===== src/rtl/spike_mac_pkg.sv =====
// spike_mac_pkg: shared types, default widths and width helpers for the
// spike MAC scheduler and its multiply-accumulate unit.
package spike_mac_pkg;

  localparam int unsigned DEF_NUM_NEURONS = 4;
  localparam int unsigned DEF_NUM_INPUTS  = 8;
  localparam int unsigned DEF_W_WIDTH     = 5;
  localparam int unsigned DEF_X_WIDTH     = 8;
  localparam int unsigned DEF_ACC_WIDTH   = 21;

  typedef enum logic [2:0] {
    IDLE  = 3'd0,
    RUN   = 3'd1,
    DRAIN = 3'd2,
    CMP   = 3'd3,
    DONE  = 3'd4
  } state_t;

  // Full signed product width of a weight times an input.
  function automatic int unsigned prod_width(input int unsigned w, input int unsigned x);
    return w + x;
  endfunction

  // Address/counter width for n entries, never narrower than one bit.
  function automatic int unsigned addr_width(input int unsigned n);
    return (n > 1) ? $clog2(n) : 1;
  endfunction

endpackage


===== src/rtl/spike_mac_unit.sv =====
// spike_mac_unit: signed multiply-accumulate register.
//   clk, rst   : clock, synchronous active-high reset
//   clr_i      : clear accumulator (wins over en_i)
//   en_i       : accumulate w_i*x_i this cycle
//   w_i, x_i   : signed operands
//   acc_o      : registered signed accumulator
//   clip_o_c   : (SPIKE_MAC_SAT_EN only) this cycle's accumulate saturated
// Macro SPIKE_MAC_SAT_EN selects saturating instead of wrapping addition.
module spike_mac_unit
  import spike_mac_pkg::*;
#(
  parameter int unsigned W_WIDTH   = DEF_W_WIDTH,
  parameter int unsigned X_WIDTH   = DEF_X_WIDTH,
  parameter int unsigned ACC_WIDTH = DEF_ACC_WIDTH
) (
  input  logic                        clk,
  input  logic                        rst,
  input  logic                        clr_i,
  input  logic                        en_i,
  input  logic signed [W_WIDTH-1:0]   w_i,
  input  logic signed [X_WIDTH-1:0]   x_i,
`ifdef SPIKE_MAC_SAT_EN
  output logic                        clip_o_c,
`endif
  output logic signed [ACC_WIDTH-1:0] acc_o
);

  localparam int unsigned P_WIDTH = prod_width(W_WIDTH, X_WIDTH);
  // One guard bit above the wider operand so the sum never wraps internally.
  localparam int unsigned S_WIDTH = ((ACC_WIDTH > P_WIDTH) ? ACC_WIDTH : P_WIDTH) + 1;

  logic signed [P_WIDTH-1:0]   prod_c;
  logic signed [S_WIDTH-1:0]   sum_c;
  logic signed [ACC_WIDTH-1:0] acc_next_c;
  logic signed [ACC_WIDTH-1:0] acc_q, acc_d;

`ifdef SPIKE_MAC_SAT_EN
  localparam logic signed [S_WIDTH-1:0] SUM_MAX = S_WIDTH'({1'b0, {(ACC_WIDTH-1){1'b1}}});
  localparam logic signed [S_WIDTH-1:0] SUM_MIN = ~SUM_MAX;
  logic clip_c;
`endif

  // Product, extended sum and the next accumulator value.
  always_comb begin
    prod_c = P_WIDTH'(w_i) * P_WIDTH'(x_i);
    sum_c  = S_WIDTH'(acc_q) + S_WIDTH'(prod_c);
`ifdef SPIKE_MAC_SAT_EN
    clip_c = 1'b0;
    if (sum_c > SUM_MAX) begin
      acc_next_c = SUM_MAX[ACC_WIDTH-1:0];
      clip_c     = 1'b1;
    end else if (sum_c < SUM_MIN) begin
      acc_next_c = SUM_MIN[ACC_WIDTH-1:0];
      clip_c     = 1'b1;
    end else begin
      acc_next_c = ACC_WIDTH'(sum_c);
    end
`else
    acc_next_c = ACC_WIDTH'(sum_c);
`endif
    if (clr_i) begin
      acc_d = '0;
    end else if (en_i) begin
      acc_d = acc_next_c;
    end else begin
      acc_d = acc_q;
    end
  end

  always_ff @(posedge clk) begin
    if (rst) begin
      acc_q <= '0;
    end else begin
      acc_q <= acc_d;
    end
  end

  assign acc_o = acc_q;
`ifdef SPIKE_MAC_SAT_EN
  assign clip_o_c = en_i & ~clr_i & clip_c;
`endif

endmodule


===== src/rtl/spike_mac_scheduler.sv =====
// spike_mac_scheduler: sequences one MAC unit over NUM_NEURONS neurons of
// NUM_INPUTS synapses each, thresholds every sum and publishes a spike vector.
//   clk, rst    : clock, synchronous active-high reset
//   start_i     : pass request, honoured only in IDLE
//   threshold_i : signed firing threshold, latched at start acceptance
//   busy_o      : pass in progress (cycle after acceptance through DONE)
//   done_o      : one-cycle pulse at pass end
//   w_addr_o    : weight address neuron*NUM_INPUTS+idx
//   x_addr_o    : input address idx
//   rd_en_o     : read strobe for both memories; data returns next cycle
//   w_i, x_i    : signed weight / input read data
//   spikes_o    : spike vector of the last completed pass
//   acc_o       : sum of the most recently compared neuron
//   sat_o       : (SPIKE_MAC_SAT_EN only) sticky clip flag for the pass
// Macro SPIKE_MAC_SAT_EN enables saturating accumulation and sat_o.
module spike_mac_scheduler
  import spike_mac_pkg::*;
#(
  parameter int unsigned NUM_NEURONS = DEF_NUM_NEURONS,
  parameter int unsigned NUM_INPUTS  = DEF_NUM_INPUTS,
  parameter int unsigned W_WIDTH     = DEF_W_WIDTH,
  parameter int unsigned X_WIDTH     = DEF_X_WIDTH,
  parameter int unsigned ACC_WIDTH   = DEF_ACC_WIDTH
) (
  input  logic                                            clk,
  input  logic                                            rst,
  input  logic                                            start_i,
  input  logic signed [ACC_WIDTH-1:0]                     threshold_i,
  output logic                                            busy_o,
  output logic                                            done_o,
  output logic [addr_width(NUM_NEURONS*NUM_INPUTS)-1:0]   w_addr_o,
  output logic [addr_width(NUM_INPUTS)-1:0]               x_addr_o,
  output logic                                            rd_en_o,
  input  logic signed [W_WIDTH-1:0]                       w_i,
  input  logic signed [X_WIDTH-1:0]                       x_i,
`ifdef SPIKE_MAC_SAT_EN
  output logic                                            sat_o,
`endif
  output logic [NUM_NEURONS-1:0]                          spikes_o,
  output logic signed [ACC_WIDTH-1:0]                     acc_o
);

  localparam int unsigned WA_WIDTH = addr_width(NUM_NEURONS * NUM_INPUTS);
  localparam int unsigned XA_WIDTH = addr_width(NUM_INPUTS);
  localparam int unsigned NR_WIDTH = addr_width(NUM_NEURONS);
  localparam logic [XA_WIDTH-1:0] LAST_IDX    = XA_WIDTH'(NUM_INPUTS - 1);
  localparam logic [NR_WIDTH-1:0] LAST_NEURON = NR_WIDTH'(NUM_NEURONS - 1);

  state_t                      state_q, state_d;
  logic [NR_WIDTH-1:0]         neuron_q, neuron_d;
  logic [XA_WIDTH-1:0]         idx_q, idx_d;
  logic signed [ACC_WIDTH-1:0] thr_q, thr_d;
  logic                        busy_q, busy_d;
  logic                        done_q, done_d;
  logic                        rd_en_q, rd_en_d;
  logic                        valid_q;
  logic [WA_WIDTH-1:0]         w_addr_q, w_addr_d;
  logic [XA_WIDTH-1:0]         x_addr_q, x_addr_d;
  logic [NUM_NEURONS-1:0]      shadow_q, shadow_d;
  logic [NUM_NEURONS-1:0]      spikes_q, spikes_d;
  logic signed [ACC_WIDTH-1:0] acc_out_q, acc_out_d;
  logic signed [ACC_WIDTH-1:0] acc_c;
  logic                        acc_clr_c;
`ifdef SPIKE_MAC_SAT_EN
  logic                        sat_q, sat_d;
  logic                        clip_c;
`endif

  function automatic logic [WA_WIDTH-1:0] w_addr_of(input logic [NR_WIDTH-1:0] n,
                                                    input logic [XA_WIDTH-1:0] i);
    return WA_WIDTH'(n) * WA_WIDTH'(NUM_INPUTS) + WA_WIDTH'(i);
  endfunction

  // The accumulator input is qualified by the registered read strobe, so
  // each product lands exactly one cycle after its address was issued.
  spike_mac_unit #(
    .W_WIDTH   (W_WIDTH),
    .X_WIDTH   (X_WIDTH),
    .ACC_WIDTH (ACC_WIDTH)
  ) u_mac (
    .clk      (clk),
    .rst      (rst),
    .clr_i    (acc_clr_c),
    .en_i     (valid_q),
    .w_i      (w_i),
    .x_i      (x_i),
`ifdef SPIKE_MAC_SAT_EN
    .clip_o_c (clip_c),
`endif
    .acc_o    (acc_c)
  );

  // Next-state and next-output logic; outputs are decoded from the next state.
  always_comb begin
    state_d   = state_q;
    neuron_d  = neuron_q;
    idx_d     = idx_q;
    thr_d     = thr_q;
    rd_en_d   = 1'b0;
    w_addr_d  = w_addr_q;
    x_addr_d  = x_addr_q;
    shadow_d  = shadow_q;
    spikes_d  = spikes_q;
    acc_out_d = acc_out_q;
    acc_clr_c = 1'b0;
`ifdef SPIKE_MAC_SAT_EN
    sat_d     = sat_q | clip_c;
`endif

    case (state_q)
      IDLE: begin
        if (start_i) begin
          thr_d     = threshold_i;
          neuron_d  = '0;
          idx_d     = '0;
          acc_clr_c = 1'b1;
          rd_en_d   = 1'b1;
          w_addr_d  = '0;
          x_addr_d  = '0;
          state_d   = RUN;
`ifdef SPIKE_MAC_SAT_EN
          sat_d     = 1'b0;
`endif
        end
      end
      RUN: begin
        if (idx_q == LAST_IDX) begin
          state_d = DRAIN;
        end else begin
          idx_d    = idx_q + XA_WIDTH'(1);
          rd_en_d  = 1'b1;
          w_addr_d = w_addr_of(neuron_q, idx_d);
          x_addr_d = idx_d;
        end
      end
      DRAIN: begin
        state_d = CMP;
      end
      CMP: begin
        shadow_d[neuron_q] = (acc_c >= thr_q);
        acc_out_d          = acc_c;
        if (neuron_q != LAST_NEURON) begin
          neuron_d  = neuron_q + NR_WIDTH'(1);
          idx_d     = '0;
          acc_clr_c = 1'b1;
          rd_en_d   = 1'b1;
          w_addr_d  = w_addr_of(neuron_d, '0);
          x_addr_d  = '0;
          state_d   = RUN;
        end else begin
          // Publish the whole pass at once, alongside the done pulse.
          spikes_d = shadow_d;
          state_d  = DONE;
        end
      end
      DONE: begin
        state_d = IDLE;
      end
      default: begin
        state_d = IDLE;
      end
    endcase

    done_d = (state_d == DONE);
    busy_d = (state_d != IDLE);
  end

  always_ff @(posedge clk) begin
    if (rst) begin
      state_q   <= IDLE;
      neuron_q  <= '0;
      idx_q     <= '0;
      thr_q     <= '0;
      busy_q    <= 1'b0;
      done_q    <= 1'b0;
      rd_en_q   <= 1'b0;
      valid_q   <= 1'b0;
      w_addr_q  <= '0;
      x_addr_q  <= '0;
      shadow_q  <= '0;
      spikes_q  <= '0;
      acc_out_q <= '0;
`ifdef SPIKE_MAC_SAT_EN
      sat_q     <= 1'b0;
`endif
    end else begin
      state_q   <= state_d;
      neuron_q  <= neuron_d;
      idx_q     <= idx_d;
      thr_q     <= thr_d;
      busy_q    <= busy_d;
      done_q    <= done_d;
      rd_en_q   <= rd_en_d;
      valid_q   <= rd_en_q;
      w_addr_q  <= w_addr_d;
      x_addr_q  <= x_addr_d;
      shadow_q  <= shadow_d;
      spikes_q  <= spikes_d;
      acc_out_q <= acc_out_d;
`ifdef SPIKE_MAC_SAT_EN
      sat_q     <= sat_d;
`endif
    end
  end

  assign busy_o   = busy_q;
  assign done_o   = done_q;
  assign rd_en_o  = rd_en_q;
  assign w_addr_o = w_addr_q;
  assign x_addr_o = x_addr_q;
  assign spikes_o = spikes_q;
  assign acc_o    = acc_out_q;
`ifdef SPIKE_MAC_SAT_EN
  assign sat_o    = sat_q;
`endif

endmodule


===== config.mk =====
export PLATFORM = sky130hd
export DESIGN_NAME = spike_mac_scheduler
export DESIGN_NICKNAME = d
export VERILOG_FILES = /design/src/rtl/spike_mac_pkg.sv /design/src/rtl/spike_mac_unit.sv /design/src/rtl/spike_mac_scheduler.sv
export SDC_FILE = /design/constraint.sdc
export NUM_CORES = 1
export LEC_CHECK = 0
export ABC_AREA = 1
export CORE_MARGIN = 2
export CORE_UTILIZATION = 52
export DETAILED_ROUTE_END_ITERATION = 16
export GPL_ROUTABILITY_DRIVEN = 0
export GPL_TIMING_DRIVEN = 0
export PLACE_DENSITY = 0.74
export SYNTH_ARGS = -nofsm -noshare
export SYNTH_HDL_FRONTEND = slang
export SYNTH_SLANG_ARGS = --single-unit

===== constraint.sdc =====
create_clock -name clk -period 4.72 [get_ports clk]
set_input_delay 0.708 -clock clk [delete_from_list [all_inputs] [get_ports clk]]
set_output_delay 0.708 -clock clk [all_outputs]
set_load 0.005 [all_outputs]

Word level (Yosys, flattened, before mapping)

Cells that the tools add are included.

Bits of input ports: 37
Word-level logic and storage cells: 64
Output and inout port bits: 36
Flip-flop bits (word level): 88

Equality and inequality tests: 9
Multiply operators: 1
Reduce and logical (&&, ||, !) cells: 10
Bitwise operators: 1
Add/sub/neg operators: 4
Muxes and demuxes: 23
Order comparisons: 3

Operator list:

| cell                  | number |
|---|---|
| $add A21 B13 Y21      | 1 |
| $ge A21 B21 Y1        | 1 |
| $mux W3               | 6 |
| $mux W5               | 3 |
| $pmux W5 S3           | 1 |
| $mul A5 B8 Y13        | 1 |
| $pmux W3 S4           | 1 |
| $pmux W3 S3           | 1 |
| $ne A2 B2 Y1 const B  | 4 |
| $eq A3 B2 Y1 const B  | 2 |
| $eq A3 B3 Y1 const B  | 2 |
| $reduce_bool A3 Y1    | 2 |
| $add A5 B3 Y5         | 1 |
| $bwmux W4             | 1 |
| $mux W1               | 4 |
| $mux W2               | 2 |
| $pmux W2 S2           | 1 |
| $reduce_and A2 Y1     | 2 |
| $reduce_and A4 Y1     | 1 |
| $add A3 B1 Y3 const B | 1 |
| $eq A3 B1 Y1 const B  | 1 |
| $logic_not A3 Y1      | 1 |
| $lt A2 B3 Y1 const B  | 1 |
| $pmux W1 S3           | 1 |
| 9 further kinds       | 9 |

Depth between registers and ports, before layout

Gate-level depths: netlist (run 1).

Word-level depth: 5
Depth in mapped cells: 22
Mapped depth without buffers: 21

By module

Synthesis (run 1) repeated with hierarchy kept, for this count alone.

Cells, all modules: 886
Area, all modules: 6742.7 µm²

Modules (own cells, without submodules):

| module              | sequential area each (µm²) | times used | area an instance (µm²) | cells an instance |
|---|---|---|---|---|
| spike_mac_unit      | 420.4                      | 1          | 3788.6                 | 490 |
| spike_mac_scheduler | 1281.2                     | 1          | 2954.1                 | 396 |

Least setup slack after synthesis (run 1)

Ideal clock, no wire load.

Kind: in2reg
Start: input w_i[4]
End: register u_mac.acc_q[15] (netlist: u_mac.acc_o[15])
Arrival: 4.855 ns
Setup slack: -0.244 ns
Data required time: 4.611 ns
Stages: 18
Cells stage by stage: clkinv_1 -> or2_2 -> fa_1 -> fa_1 -> inv_1 -> fa_1 -> fa_1 -> inv_1 -> fa_1 -> nand3b_1 -> a21oi_1 -> nor2_1 -> o21ai_0 -> nand2_1 -> nand3_1 -> nand3_1 -> nand2_1 -> inv_1

Cells in the longest elaborated chain, start to end: 2

Ends and longest elaborated chain:

| item                   | RTL line                  | source |
|---|---|---|
| start: declaration     | spike_mac_scheduler.sv:34 | `input logic signed [W_WIDTH-1:0] w_i,` |
| $mul A5 B8 Y13         | spike_mac_unit.sv:45      | `prod_c = P_WIDTH'(w_i) * P_WIDTH'(x_i);` |
| $add A21 B13 Y21       | spike_mac_unit.sv:46      | `sum_c = S_WIDTH'(acc_q) + S_WIDTH'(prod_c);` |
| end signal: assignment | spike_mac_unit.sv:72      | `acc_q <= '0;` |
| end signal: assignment | spike_mac_unit.sv:74      | `acc_q <= acc_d;` |
| end: declaration       | spike_mac_unit.sv:35      | `logic signed [ACC_WIDTH-1:0] acc_q, acc_d;` |

No other way between the ends.
A chain may end at the register's enable or synchronous reset.

Final worst setup path (run 1)

Start: input x_i[0]
End: register u_mac.acc_q[15] (netlist: u_mac.acc_o[15])

Cells in the longest elaborated chain, start to end: 2

Ends and longest elaborated chain:

| item               | RTL line                  | source |
|---|---|---|
| start: declaration | spike_mac_scheduler.sv:35 | `input logic signed [X_WIDTH-1:0] x_i,` |
| $mul A5 B8 Y13     | spike_mac_unit.sv:45      |  |
| $add A21 B13 Y21   | spike_mac_unit.sv:46      |  |

No other way between the ends.

==> results.md, run 1 <==
* Antenna violations before repair at 0
* Wire per inst at 13.9 µm
* Worst Setup Start Kind: input port
* Critical Path RT at 4.96 ns
* First-pass GRT wire length at 25.1 mm
* DIE AREA at 0.0135 mm²
* Min-delay worst type: flop to flop
* Core Util, Final at between 60% and 70%
* R2R Setup Slk at 0.79 ns
* Core ar. at 0.0121 mm²
* Peak VDD IR at ~170 µV
* CTS clock-pin slew for the worst setup and hold paths at around 0.06 ns
* Hold Crit Endpoint: valid_q$_SDFF_PP0_
* CTS max path bufs at 2
* Tot GR Track Use at 23.9%
* DR vias/cell at 5.05
* Seq/Total Area, Yosys at between 20% and 30%
* Comb pwr share at 43.2%
* Top post-synthesis cells by area: dfxtp_1 27%, fa_1 19%, ha_1 13%
* Synth top area share at 26.7%
* Worst r2r src: u_mac.acc_o[5]$_SDFFE_PP0P_
* Synth top cells by count: 156 x nand2_1, 151 x inv_1, 94 x a21oi_1
* Fin. max-slew vios at 0
* Pint at around 1900 µW
* Switch Pwr at around 1100 µW
* TritonRoute pass-1 iters at 5
* Final Setup Violations at 0
* Cts hold-fix bufs at 0
* Fin nets at 1,079
* Largest net degree at the start of global routing at 15
* Global route overflow at 0
* Tcrit/Tclk final at 96.4%
* Sw frac at between 30% and 40%
* Htree depth at 3
* HPWL after DPL at 11.9 mm
* Number of global-route vias before repair at 5,348
* Initial Util at 53.9%
* Syn Area/Cell at 7.92 µm²
* CP Max Fanout at 5
* # Max-Cap Violations at 0
* Async S/R FF share, synth at 0%
* Yosys reg bits at 87
* Crit Path Class: input port to flop
* WP data arrival at 4.79 ns
* Worst Hold Depth at 2
* Final ANT Viol Nets at 0
* Result of the run: complete, no violations
* Filler Cell Count at 1,037
* Clock Skews at 0.00585 ns
* Predominant post-synthesis flop cell: dfxtp_1
* Final WL at 15.0 mm
* Synth Instances at around 800
* Skew-Pair Late Insertion Delay at between 0.3 and 0.4 ns
* Slew margin rel. at 61.8%
* Pwr Total at 2950 µW
* End of the worst register-to-register path: u_mac.acc_o[14]$_SDFFE_PP0P_
* Clock power frac at 30.1%
* CTS Sinks at 87
* Sequential power share at between 20% and 30%
* Cell area after synthesis at 0.00652 mm²
* Count leader, synth: nand2_1
* P&R area growth vs syn at 21.2%
* Site Rows at 40
* Cell area power density at 373 mW/mm²
* Post-synth cell types at 34
* Hold Vio Cnt, Final at 0
* Setup TNS at 0 ns
* CP Capture Type: flop
* CTS buffer count at 9
* CTS tree: done
* Hold Crit Start: rd_en_o$_SDFF_PP0_
* Via count at between 5,000 and 6,000
* Ant. Diodes at 0
* Clock Tree Root: clkbuf_16
* DIE HEIGHT at around 120 µm
* Cell accounting for the most synthesized area: dfxtp_1
* R2R depth at 17
* Leakage Power at between 0.003 and 0.004 µW
* EDFF count, synth at 0
* Slew @ Worst Pin at 0.574 ns
* Die X at 116 µm
* Minimum clock period at 4.55 ns
* Share of cells above drive strength 1 at 5.24%
* Remaining DRCs at 0
* Fin worst setup slack at 0.168 ns
* Ports at 73
* Fmax at 220 MHz
* Dpl ws at -0.808 ns
* Port Buffers at 67
* Initial DRC Count at 352
* Post-Syn Nets at 992
* Ys Warns at 0
## worst max-delay path: stages
cell and delay, ns:
clkdlybuf4s15_1 0.23, or2_4 0.28, fa_1 0.50, fa_1 0.52, inv_1 0.05, fa_1 0.46, fa_1 0.54, inv_1 0.07
fa_2 0.39, nand3b_1 0.21, a21oi_2 0.19, nor2_2 0.07, o21ai_2 0.19, nand2_1 0.10, nand3_1 0.07, nand3_1 0.09
nand2_1 0.09, inv_1 0.03
## cell type report
| cell class | instances | area [µm²] | share of cell area (%) |
|---|---|---|---|
| multi-input cells | 557 | 4140 | 52.3 |
| clock buffers | 11 | 253 | 3.20 |
| flip-flops and latches | 87 | 1740 | 22.0 |
| repair buffers | 77 | 742 | 9.38 |
| inverters | 155 | 596 | 7.53 |
| clock inverters | 5 | 128 | 1.61 |
| plain buffers | 24 | 98.8 | 1.25 |
| well taps | 168 | 210 | 2.66 |
## state kept, by name, indices dropped and copies added (netlist names)
name / cells
acc_o: 21
state_q: 3
neuron_q: 2
done_o: 1
busy_o: 1
w_addr_o: 5
rd_en_o: 1
thr_q: 21
valid_q: 1
u_mac.acc_o: 21
spikes_o: 4
shadow_q: 3
x_addr_o: 3
## cell usage in the layout (no fill, tap or decap), types with 2 or more instances in the layout
| cell | netlist | final |
|---|---|---|
| o21ai_0 | 65 | 64 |
| ha_1 | 70 | 69 |
| dlygate4sd2_1 | 0 | 3 |
| clkbuf_8 | 0 | 2 |
| clkdlybuf4s50_1 | 0 | 60 |
| xor2_1 | 7 | 7 |
| inv_2 | 2 | 2 |
| clkbuf_2 | 0 | 2 |
| nand4_1 | 3 | 3 |
| fa_1 | 61 | 60 |
| nor2_2 | 1 | 2 |
| clkinvlp_4 | 0 | 3 |
| xnor2_1 | 8 | 8 |
| inv_1 | 151 | 149 |
| clkbuf_16 | 0 | 9 |
| dlymetal6s2s_1 | 0 | 2 |
| clkbuf_1 | 23 | 21 |
| nor2_1 | 44 | 43 |
| a31oi_1 | 2 | 2 |
| nor3_1 | 6 | 6 |
| nand2_4 | 0 | 2 |
| a21oi_1 | 94 | 93 |
| nand3_1 | 23 | 23 |
| dfxtp_1 | 87 | 87 |
| a21o_1 | 3 | 3 |
| buf_4 | 0 | 10 |
| nand3b_1 | 2 | 2 |
| nand2_1 | 156 | 154 |
| bufinv_16 | 0 | 4 |
## power groups by stage
stage / combinational (µW) / clock (µW) / sequential, µW
2_1_floorplan: 953 / 0 / 795
3_3_place_gp: 1220 / 0 / 802
3_5_place_dp: 1240 / 0 / 803
4_1_cts: 1260 / 891 / 787
5_1_grt: 1460 / 922 / 790
6_report: 1270 / 887 / 787
## worst max path at each step
stage / to / startpoint / depth (start not counted) / slack (ns)
after floorplan: u_mac.acc_o[15]$_SDFFE_PP0P_ / w_i[4] / 18 / 0.01
after global placement: u_mac.acc_o[15]$_SDFFE_PP0P_ / w_i[4] / 19 / -0.75
after detailed placement: u_mac.acc_o[15]$_SDFFE_PP0P_ / w_i[4] / 19 / -0.81
after CTS: u_mac.acc_o[18]$_SDFFE_PP0P_ / x_i[7] / 20 / 0.0005
after global routing: u_mac.acc_o[15]$_SDFFE_PP0P_ / x_i[0] / 18 / -0.001
final: u_mac.acc_o[15]$_SDFFE_PP0P_ / x_i[0] / 18 / 0.17
## metal layers
metal	part of all wire [%]	track usage [%]	vias to the layer above	wire length (µm)
met2	47	40.4	113	7130
met5	0	0	-	0
met4	2.1	8.89	0	313
met1	47	31.8	2558	7090
li1	-	-	2778	-
met3	3.4	2.88	25	518
## metrics by stage
step / area, µm² / cells / hold WS, ns
final: 7910 / 1084 / 0.425
after global routing: 7910 / 1084 / 0.436
after CTS: 7890 / 1084 / 0.425
after global placement: 7410 / 1059 / 0.413
after detailed placement: 7410 / 1059 / 0.416
after floorplan: 6530 / 824 / 0.420
## timing repair
item / 4_1_cts / 5_1_grt
hold endpoints to repair: 0 / 0
pin swaps: 5 / 10
buffers inserted: 10 / 0
resized for setup: 17 / 9
endpoints found under the setup margin: 11 / 10
## logic make-up (layout without fill, tap and decap cells)
family	Yosys count	in the layout	synth area share, %
compound gates	170	170	13.5
xor+xnor	15	15	2.01
fa+ha+maj	131	131	32.1
buf+inv	180	272	10.5
flops	87	87	26.7
simple gates	241	241	15.1
Power figures use the tool's default switching activity.
==> inputs of run 2 (changes only) <==
--- a/config.mk
+++ b/config.mk
@@ -6,7 +6,6 @@
 export NUM_CORES = 1
 export LEC_CHECK = 0
 export ABC_AREA = 1
-export CORE_MARGIN = 2
 export CORE_UTILIZATION = 52
 export DETAILED_ROUTE_END_ITERATION = 16
 export GPL_ROUTABILITY_DRIVEN = 0
==> run 2 against run 1 <==
Against the previous run: die area fell by 3.4%; cell area decreased by 0.76%; critical endpoint is now u_mac.acc_o[18]$_SDFFE_PP0P_; final cell count up 0.28%; sequential power about the same; critical path depth increased by 2; power shrank 6.2%; global-route usage increased by 0.25 points; sequential share of layout area is 0.17 points higher; clock-buffer cell count unchanged; via count fell by 0.37%; clock skew about the same; non-clock buffer count grew 3.
==> results.md, run 2 (synthesized netlist as in run 1, its figures left out) <==
* Result of the run: complete, no violations
* Cts hold-fix bufs at 0
* CP Cell Sequence: clkbuf_1 -> nand2_4 -> clkinvlp_4 -> buf_4 -> buf_4 -> fa_1 -> fa_1 -> fa_1 -> ha_1 -> ha_1 -> nand2_1 -> a21oi_1 -> nor2_1 -> o21ai_0 -> a21oi_1 -> nand2_1 -> nand2_1 -> nand2_1 -> o21ai_0 -> inv_1
* Ports at 73
* Hold Vio Cnt, Final at 0
* CTS Sinks at 87
* CTS clock-pin slew for the worst setup and hold paths at about 0.06 ns
* Most common cell on crit path: nand2_1
* Crit path max-delay family: adder cells
* Tot GR Track Use at 24.2%
* Antenna violations before repair at 0
* Clock Skews at ~0.006 ns
* Initial Util at 53.9%
* Worst r2r src: u_mac.acc_o[3]$_SDFFE_PP0P_
* P&R area growth vs syn at 20.3%
* CP Capture Type: flop
* CTS max path bufs at 2
* Clock Tree Root: clkbuf_16
* CP Max Fanout at 8
* Worst Hold Depth at 2
* WP buf/inv at 5
* Filler Cell Count at 1,053
* Setup repair after global routing missed its margin: no
* Leakage Power at 0.00390 µW
* R2R depth at 17
* Commonest non-fill, non-tap cell in the layout: nand2_1
* Final Setup Violations at 0
* Commonest cells after routing, fill and taps aside: 154 x nand2_1, 149 x inv_1, 93 x a21oi_1, 87 x dfxtp_1, 69 x ha_1
* Ant. Diodes at 0
* Largest net degree at the start of global routing at 15
* Worst Setup Start Kind: input port
* Wire per inst at 13.5 µm
* Minimum clock period at 4.48 ns
* Tcrit/Tclk final at 94.9%
* Fmax at 223 MHz
* Fin worst setup slack at between 0.2 and 0.25 ns
* Via count at 5,454
* Min-delay worst type: flop to flop
* Initial DRC Count at between 300 and 400
* Cell area power density at 352 mW/mm²
* DIE HEIGHT at 114 µm
* DR vias/cell at 5.02
* R2R Setup Slk at 0.77 ns
* # Max-Cap Violations at 0
* DIE AREA at 0.0130 mm²
* Global route overflow at 0
* Core Util, Final at 64.8%
* Max incr delay on CP at 0.49 ns
* WP data arrival at 4.71 ns
* Die X at 114 µm
* Remaining DRCs at 0
* Number of global-route vias before repair at ~5,300
* Port Buffers at 67
* Worst Setup SP: w_i[0]
* Crit Path Class: input port to flop
* Fin. max-slew vios at 0
* Critical Path End: u_mac.acc_o[18]$_SDFFE_PP0P_
* Pwr Total at 2760 µW
* Slew @ Worst Pin at 0.546 ns
* Critical Path RT at about 5.0 ns
* CTS buffer count at 9
* HPWL after DPL at between 10 and 15 mm
* End of the worst register-to-register path: u_mac.acc_o[15]$_SDFFE_PP0P_
* Fin nets at 1,082
* Share of cells above drive strength 1 at 5.77%
* Cell count along the critical path at 20
* TritonRoute pass-1 iters at 5
* Skew-Pair Late Insertion Delay at 0.34 ns
* Core ar. at 0.0121 mm²
* Final ANT Viol Nets at 0
* Peak VDD IR at ~150 µV
* Dpl ws at -0.791 ns
* Htree depth at 3
* Site Rows at 40
* CTS tree: done
* Hold_ws at approximately 0.43 ns
* Final WL at 14.7 mm
* Slew margin rel. at roughly 64%
* First-pass GRT wire length at 24.6 mm
* Slowest-stage cell, CP: fa_1
## run 2: worst register-to-register path: stages, from the launching register on
cell and delay, ns:
dfxtp_1 0.36, inv_1 0.11, fa_1 0.54, inv_1 0.04
ha_1 0.31, fa_1 0.45, fa_1 0.54, inv_1 0.07
fa_2 0.39, nand3b_1 0.21, a21oi_2 0.18, nor2_2 0.07
o21ai_2 0.18, nand2_1 0.10, nand3_1 0.07, nand3_1 0.10
nand2_1 0.10, inv_1 0.04
## run 2: cell type report
class                           instances  area [µm²]  share of cell area (%)
Buffer                                 25         105                    1.34
Clock buffer                           11         243                    3.09
Clock inverter                          5        57.6                   0.733
Inverter                              155         596                    7.59
Multi-Input combinational cell        557        4140                    52.8
Sequential cell                        87        1740                    22.2
Tap cell                              168         210                    2.68
Timing Repair Buffer                   79         752                    9.58
## run 2: where the power goes
group	internal, µW	switching, µW
clock network	423	290
registers	765	21.6
logic	505	759
total	1690	1070
## run 2: how the worst min path moves through the flow
stage,startpoint,to
5_1_grt,rd_en_o$_SDFF_PP0_,valid_q$_SDFF_PP0_
3_5_place_dp,rd_en_o$_SDFF_PP0_,valid_q$_SDFF_PP0_
6_report,rd_en_o$_SDFF_PP0_,valid_q$_SDFF_PP0_
2_1_floorplan,rd_en_o$_SDFF_PP0_,valid_q$_SDFF_PP0_
3_3_place_gp,rd_en_o$_SDFF_PP0_,valid_q$_SDFF_PP0_
4_1_cts,rd_en_o$_SDFF_PP0_,valid_q$_SDFF_PP0_
## run 2: layer usage
metal	wire length, µm	vias up	track usage, %
li1	-	2778	-
met1	6870	2540	31.9
met2	7030	117	41.6
met3	570	19	3.29
met4	187	0	6.67
met5	0	-	0
## run 2: per-stage QoR
stage,setup TNS [ns],instances,area [µm²]
final,0,1087,7850
after global routing,0,1087,7850
after CTS,0,1083,7800
after detailed placement,-7.70,1059,7410
after global placement,-7.59,1059,7410
after floorplan,0,824,6530
## run 2: timing repair
item,4_1_cts,5_1_grt
pin swaps,5,9
hold endpoints to repair,0,0
gates resized for setup,17,15
buffers inserted,8,4
endpoints found under the setup margin,11,10
